## src/rtl/pc_sequencer.sv

```systemverilog
// pc_sequencer: next-PC controller for the fetch stage.
// Drives PCin for a PC register that loads every edge; holds are realised by
// feeding PCout back. Sequences increment, stall, branch/jump redirect with a
// multi-cycle IF flush, and halt/resume. Keeps saturating performance counters.
// Optional misaligned-target trap enabled by defining PC_SEQ_ALIGN_CHECK_EN.
module pc_sequencer #(
  parameter int unsigned PC_STEP      = 4,
  parameter int unsigned FLUSH_CYCLES = 1,
  parameter int unsigned CNT_W        = 16
) (
  input  logic             Clk,
  input  logic             Rst,
  input  logic [31:0]      PCout,
  input  logic             Stall,
  input  logic             BranchTaken,
  input  logic [31:0]      BranchTarget,
  input  logic             Jump,
  input  logic [31:0]      JumpTarget,
  input  logic             Halt,
  input  logic             Resume,
  output logic [31:0]      PCin,
  output logic             PCWrite,
  output logic             IF_Flush,
  output logic [2:0]       SeqState,
  output logic [CNT_W-1:0] StallCycles,
  output logic [CNT_W-1:0] Redirects,
  output logic             AlignErr
);

  typedef enum logic [2:0] {
    S_RUN    = 3'd0,
    S_STALL  = 3'd1,
    S_FLUSH  = 3'd2,
    S_HALTED = 3'd3,
    S_ERROR  = 3'd4
  } state_e;

  state_e           state_q, state_d;
  logic [3:0]       flush_cnt_q, flush_cnt_d;
  logic [CNT_W-1:0] stall_cycles_q, stall_cycles_d;
  logic [CNT_W-1:0] redirects_q, redirects_d;
`ifdef PC_SEQ_ALIGN_CHECK_EN
  logic             align_err_q, align_err_d;
`endif

  logic [31:0] pc_inc;
  logic        take_redir;
  logic [31:0] redir_tgt;

  assign pc_inc = PCout + 32'(PC_STEP);

  function automatic logic [CNT_W-1:0] sat_inc(input logic [CNT_W-1:0] v);
    return (v == '1) ? v : v + CNT_W'(1);
  endfunction

  // Next-PC selection, next-state and counter updates.
  always_comb begin
    state_d        = state_q;
    flush_cnt_d    = flush_cnt_q;
    stall_cycles_d = stall_cycles_q;
    redirects_d    = redirects_q;
`ifdef PC_SEQ_ALIGN_CHECK_EN
    align_err_d    = align_err_q;
`endif
    PCin       = pc_inc;
    PCWrite    = 1'b1;
    IF_Flush   = 1'b0;
    take_redir = 1'b0;
    redir_tgt  = BranchTarget;

    unique case (state_q)
      S_RUN, S_STALL: begin
        // Branch is the older instruction, so it outranks the jump.
        if (BranchTaken) begin
          take_redir = 1'b1;
          redir_tgt  = BranchTarget;
        end else if (Jump) begin
          take_redir = 1'b1;
          redir_tgt  = JumpTarget;
        end else if (Halt) begin
          PCin    = PCout;
          PCWrite = 1'b0;
          state_d = S_HALTED;
        end else if (Stall) begin
          PCin           = PCout;
          PCWrite        = 1'b0;
          state_d        = S_STALL;
          stall_cycles_d = sat_inc(stall_cycles_q);
        end else begin
          state_d = S_RUN;
        end

        if (take_redir) begin
`ifdef PC_SEQ_ALIGN_CHECK_EN
          if (redir_tgt[1:0] != 2'b00) begin
            PCin        = PCout;
            PCWrite     = 1'b0;
            IF_Flush    = 1'b1;
            align_err_d = 1'b1;
            state_d     = S_ERROR;
          end else
`endif
          begin
            PCin        = redir_tgt;
            IF_Flush    = 1'b1;
            redirects_d = sat_inc(redirects_q);
            flush_cnt_d = 4'(FLUSH_CYCLES - 1);
            state_d     = (FLUSH_CYCLES > 1) ? S_FLUSH : S_RUN;
          end
        end
      end

      S_FLUSH: begin
        // Requests here come from squashed instructions and are ignored.
        IF_Flush    = 1'b1;
        flush_cnt_d = (flush_cnt_q == '0) ? '0 : flush_cnt_q - 4'd1;
        state_d     = (flush_cnt_q <= 4'd1) ? S_RUN : S_FLUSH;
      end

      S_HALTED: begin
        if (Resume) begin
          state_d = S_RUN;
        end else begin
          PCin    = PCout;
          PCWrite = 1'b0;
        end
      end

      default: begin
        PCin    = PCout;
        PCWrite = 1'b0;
      end
    endcase

    if (Rst) begin
      PCin     = '0;
      PCWrite  = 1'b0;
      IF_Flush = 1'b1;
    end
  end

  // State and counter registers with synchronous reset.
  always_ff @(posedge Clk) begin
    if (Rst) begin
      state_q        <= S_RUN;
      flush_cnt_q    <= '0;
      stall_cycles_q <= '0;
      redirects_q    <= '0;
    end else begin
      state_q        <= state_d;
      flush_cnt_q    <= flush_cnt_d;
      stall_cycles_q <= stall_cycles_d;
      redirects_q    <= redirects_d;
    end
  end

`ifdef PC_SEQ_ALIGN_CHECK_EN
  // Sticky misaligned-target flag.
  always_ff @(posedge Clk) begin
    if (Rst) align_err_q <= 1'b0;
    else     align_err_q <= align_err_d;
  end
  assign AlignErr = align_err_q;
`else
  assign AlignErr = 1'b0;
`endif

  assign SeqState    = state_q;
  assign StallCycles = stall_cycles_q;
  assign Redirects   = redirects_q;

endmodule

```

## config.mk

```make
export PLATFORM = sky130hd
export DESIGN_NAME = pc_sequencer
export DESIGN_NICKNAME = d
export VERILOG_FILES = /design/src/rtl/pc_sequencer.sv
export SDC_FILE = /design/constraint.sdc
export NUM_CORES = 1
export LEC_CHECK = 0
export ABC_AREA = 1
export BUFFER_PORTS_ARGS = -buffer_cell sky130_fd_sc_hd__buf_2
export CORE_AREA = 2 2 103 105
export DETAILED_ROUTE_END_ITERATION = 12
export DIE_AREA = 0 0 105 107
export PLACE_DENSITY = 0.76
export REMOVE_ABC_BUFFERS = 1
export SYNTH_ARGS = -nofsm -noshare
export SYNTH_HDL_FRONTEND = slang
export SYNTH_SLANG_ARGS = --single-unit
export TNS_END_PERCENT = 50
```

## constraint.sdc

```tcl
create_clock -name Clk -period 1.5 [get_ports Clk]
set_clock_uncertainty 0.05 [all_clocks]
set_input_delay 0.225 -clock Clk [delete_from_list [all_inputs] [get_ports Clk]]
set_output_delay 0.225 -clock Clk [all_outputs]
set_load 0.01 [all_outputs]
```

* Word level (Yosys, flattened, before mapping)
Cells that the tools add are included. Widths: inputs -> output; s select.
Cells by class: $add $sub $neg 4, $lt $le $gt $ge 1, eq/ne operators 9, muxes and demuxes 34, bitwise gates (word level) 5, reductions and logical operators 9
Operator list (number):
- $mux 32 | 9
- $pmux 32 s3 | 1
- $add 16x1->16 const B | 2
- $add 32x3->32 const B | 1
- $eq 16x16->1 const B | 2
- $mux 1 | 12
- $mux 3 | 4
- $pmux 3 s3 | 1
- $mux 4 | 2
- $pmux 4 s2 | 1
- $eq 3x2->1 const B | 2
- $ne 3x3->1 const B | 2
- $reduce_and 6->1 | 1
- $not 1->1 | 5
- $le 4x1->1 const B | 1
- $logic_not 4->1 | 1
- $mux 2 | 2
- $ne 2x2->1 const B | 2
- $reduce_and 4->1 | 1
- $sub 4x1->4 const B | 1
- $eq 3x1->1 const B | 1
- $logic_not 3->1 | 1
- $pmux 1 s3 | 1
- $reduce_and 3->1 | 1
- 5 further kinds | 5
Word-level totals: register bits 39, bits of input ports 103, output and inout port bits 70, word-level logic and storage cells 66

* Longest topological paths before layout
depth after elaboration 8, mapped depth 11, mapped depth without buffers 11

* Least setup slack after synthesis
Ideal clock, no wire load.
path kind reg2reg, from register redirects_q[0], in the netlist Redirects[0], to register redirects_q[10], in the netlist Redirects[10], library setup time 0.112 ns, data arrival time 1.594 ns, data required time 1.338 ns, setup slack -0.256 ns, stages on the path, launching flop included 12, buffers on the path 1, clock period less this slack 1.756 ns, path through dfxtp_1 -> ha_1 -> nand2_2 -> nor2_4 -> nand3_4 -> nor3_4 -> nand2_2 -> nand2_4 -> inv_4 -> buf_6 -> a21oi_2 -> nor2_1
On the way: word-level cells in the longest chain between the ends 3, elaborated cells between the ends (all ways) 4, classes of those cells add/sub (1); eq/ne (1); bitwise (1); reduce/logical (1)
Ends and longest elaborated chain:
- start, declared | line 41 | logic [CNT_W-1:0] redirects_q, redirects_d;
- start signal, assigned | line 153 | redirects_q <= redirects_d;
- branches (longest 3 deep; another with $add 16x1->16)
Parallel ways; which one is timed is not known. A chain may end at the register's enable or synchronous reset.

* Worst setup path in the final report
from register state_q[1], in the netlist SeqState[1], to output port PCin[9]
On the way: word-level cells in the longest chain between the ends 4, elaborated cells between the ends (all ways) 7, classes of those cells eq/ne (3); mux (2); reduce/logical (2)
Ends and longest elaborated chain:
- start, declared | line 38 | state_e state_q, state_d;
- start signal, assigned | line 150 | state_q <= state_d;
- $eq 3x1->1 or $logic_not 3->1 (tied branches) | line 71 | unique case (state_q)
- $reduce_or 2->1 | line 71
- $pmux 32 s3 * | line 71
- $mux 32 * | line 135 | if (Rst) begin
- end, declared | line 21 | output logic [31:0] PCin,
Every way passes the cells marked *; elsewhere a longest branch is shown, timed or not.

==> results.cfg <==
[power_and_ir_drop]
leakage_nw = 3.36
power.density_nw_per_um2 = 439
swShare = 0.361
p_total_mw = 3.08
p_int_mw = 1.97
switching_power_mw = 1.11
clkPwrFrac = 0.246
seq_power_share = 0.335
peakVddDrop_mv = 0.408
combPwrFrac = 0.418

[clocking]
clkTransAtPathRegs_ps = 80
cts_htree_levels = 2
clock_sinks = 38
insertion_delay_ps = 300
root_buffer = clkbuf_8
cts_made_buffers = 5
cts_tree = yes
cts_max_path_buffers = 2

[sta]
maxSlewViolCount = 0
hold_violations = 0
layout_min_cycle_time_ps = 2070
setup_viol = 61
fin_ws_ps = -570
finalCritPeriodShare = 1.38
hold_ws_ps = 229
fmax_mhz = 483
rsz0062_at_grt = yes

[routing]
ant_nets = 0
drt-total-wl_mm = 18.8
drt_iter0_drc = 770
via_per_inst = 5.49
drcViolationCount = 0
wl_per_cell_um = 15.2
routed-via-count = 6763
first_pass_iters = 6

[synth]
yosys_warnings = 0
synth_edf_count = 0
syn-cell-area_um2 = 4420
avgSynthCellArea_um2 = 5.52
yosysSeqAreaShare = 0.172
ys_types = 45
synth-seq-cells = 38
synth_top_cell_by_area = nand2_1
synth_top_area_frac = 0.192
async_flop_share = 0
synth_area_leaders = nand2_1 19%, dfxtp_1 17%, a21oi_1 9.4%, nor2_1 9.3%, nand3_1 7.1%
ys.flop_type = dfxtp_1
synth_common_cells = 226 x nand2_1, 110 x nor2_1, 83 x a21oi_1
synthCells = 802
synth.most_common_cell = nand2_1

[run_status]
status = finished, violations left
violations = negative setup slack

[global_route]
grt_max_degree = 31
grt_usage = 0.294
grt_pass1_vias = 5962
grt_antenna_before_repair = 1
grt_pass1_wl_mm = 27.5
grt-ovfl-total = 0

[placement]
hpwl_mm = 13.0
placed_area_um2 = 6320
portBuffers = 170
gp_congestion = 0.957
post-place-ws_ps = -442

[finish]
final_area_um2 = 7020
fin_nets = 1200
area_growth_pct = 58.7
n_fill_cell = 885
utilization = 0.696
drive_gt1_frac = 0.398

[worst_setup_path]
cp.depth = 8
startpoint = SeqState[1]
ff2ff_path_depth = 8
worst-setup-path-type = reg2out
cp_num_buf_inv = 4
cp_slowest_cell = dfxtp_4
path_cells = inv_6 > buf_6 > nor2_4 > inv_2 > o22ai_2 > a21oi_1 > nor2_1 > buf_2
r2r_start = SeqState[1]
cp-endpoint = PCin[9]
reg2reg_slack_ps = -180
slowest_delay_ps = 390
cp.arrival_ps = 1790
cp_max_fo = 5
cpLargestDelayFamily = buffers and inverters
crit_required_ps = 1220
start_kind = register
rr_endpoint = StallCycles[8]
end_kind = output port

[die]
core_um2 = 10100
rows = 37
die_h_um = 107
chipWidth_um = 105
initial_core_util = 0.438
io_pins = 173
die_area_um2 = 11200

[hold_path]
worstHoldStart = Halt
hp-class = in2reg

[job]
cap_viol_max_count = 0
tightest hold or removal path, stage by stage:
cell and delay [ps]:
buf_2 130, nand3_1 80, a31oi_1 80
layout by cell type (no fill, tap or decap), types with 11 or more instances in the layout:
cell type	Yosys	routed
buf_2	9	166
buf_4	2	130
nand3_1	63	61
o21ai_1	1	11
dfxtp_1	38	33
nor2_1	110	94
nand2_1	226	216
a21oi_1	83	74
nor2_2	4	14
inv_1	80	72
buf_6	2	12
a21oi_2	8	17
o21ai_0	36	21
o22ai_1	14	11
worst min path at each step:
stage / end / slack, ps / depth (start not counted)
floorplan: Redirects[14] / 240 / 1
global placement: flush_cnt_q[3] / 410 / 2
detailed placement: flush_cnt_q[3] / 420 / 2
CTS: SeqState[1] / 210 / 3
global route: SeqState[1] / 280 / 3
finish: SeqState[1] / 230 / 3
power groups by stage:
stage / Clock (mW) / Sequential [mW] / Combinational, mW
3_5_place_dp: 0 / 1.05 / 1.11
6_report: 0.758 / 1.03 / 1.29
4_1_cts: 0.764 / 1.03 / 1.16
5_1_grt: 0.812 / 1.03 / 1.39
3_3_place_gp: 0 / 1.05 / 1.10
2_1_floorplan: 0 / 1.06 / 0.491
metal layers:
metal	track usage	vias to the layer above	routed length, um
met2	0.502	395	8720
met3	0.0340	80	1670
met5	0	-	0
li1	-	3241	-
met4	0.0819	0	660
met1	0.392	3047	7700
stage by stage:
stage | setup TNS [ps] | std cells
5_1_grt | -21570 | 1232
3_5_place_dp | -15860 | 1207
2_1_floorplan | -35800 | 769
4_1_cts | -12270 | 1219
3_3_place_gp | -14560 | 1207
6_report | -16700 | 1232
registers in the layout, indices dropped and copies added, names as in the netlist:
register / flops
SeqState: 2
Redirects: 16
StallCycles: 16
flush_cnt_q: 4
timing repair:
item                       in CTS  in global routing
pin swaps                      16                 15
hold buffers                    0                  0
resized for setup              48                 82
cloned                          0                  2
buffers inserted                5                 11
hold endpoints to repair        0                  0
setup endpoints to repair      66                 67
area by class of cell:
type,instances,area [um^2],area share
Clock buffer,7,86.3,0.0123
Tap cell,136,170,0.0242
Sequential cell,38,769,0.110
Antenna cell,1,2.50,0.000356
Multi-Input combinational cell,646,3500,0.498
Inverter,85,339,0.0483
Clock inverter,1,5.00,0.000713
Timing Repair Buffer,318,2150,0.306
cell families after synthesis:
kind of cell / Yosys count / synth area share
compound gates: 176 / 0.240
flops: 38 / 0.172
xor+xnor: 18 / 0.0356
buf+inv: 119 / 0.109
fa+ha+maj: 3 / 0.00849
simple gates: 447 / 0.434
other cells: 1 / 0.000848
(Power assumes the default switching activity.)
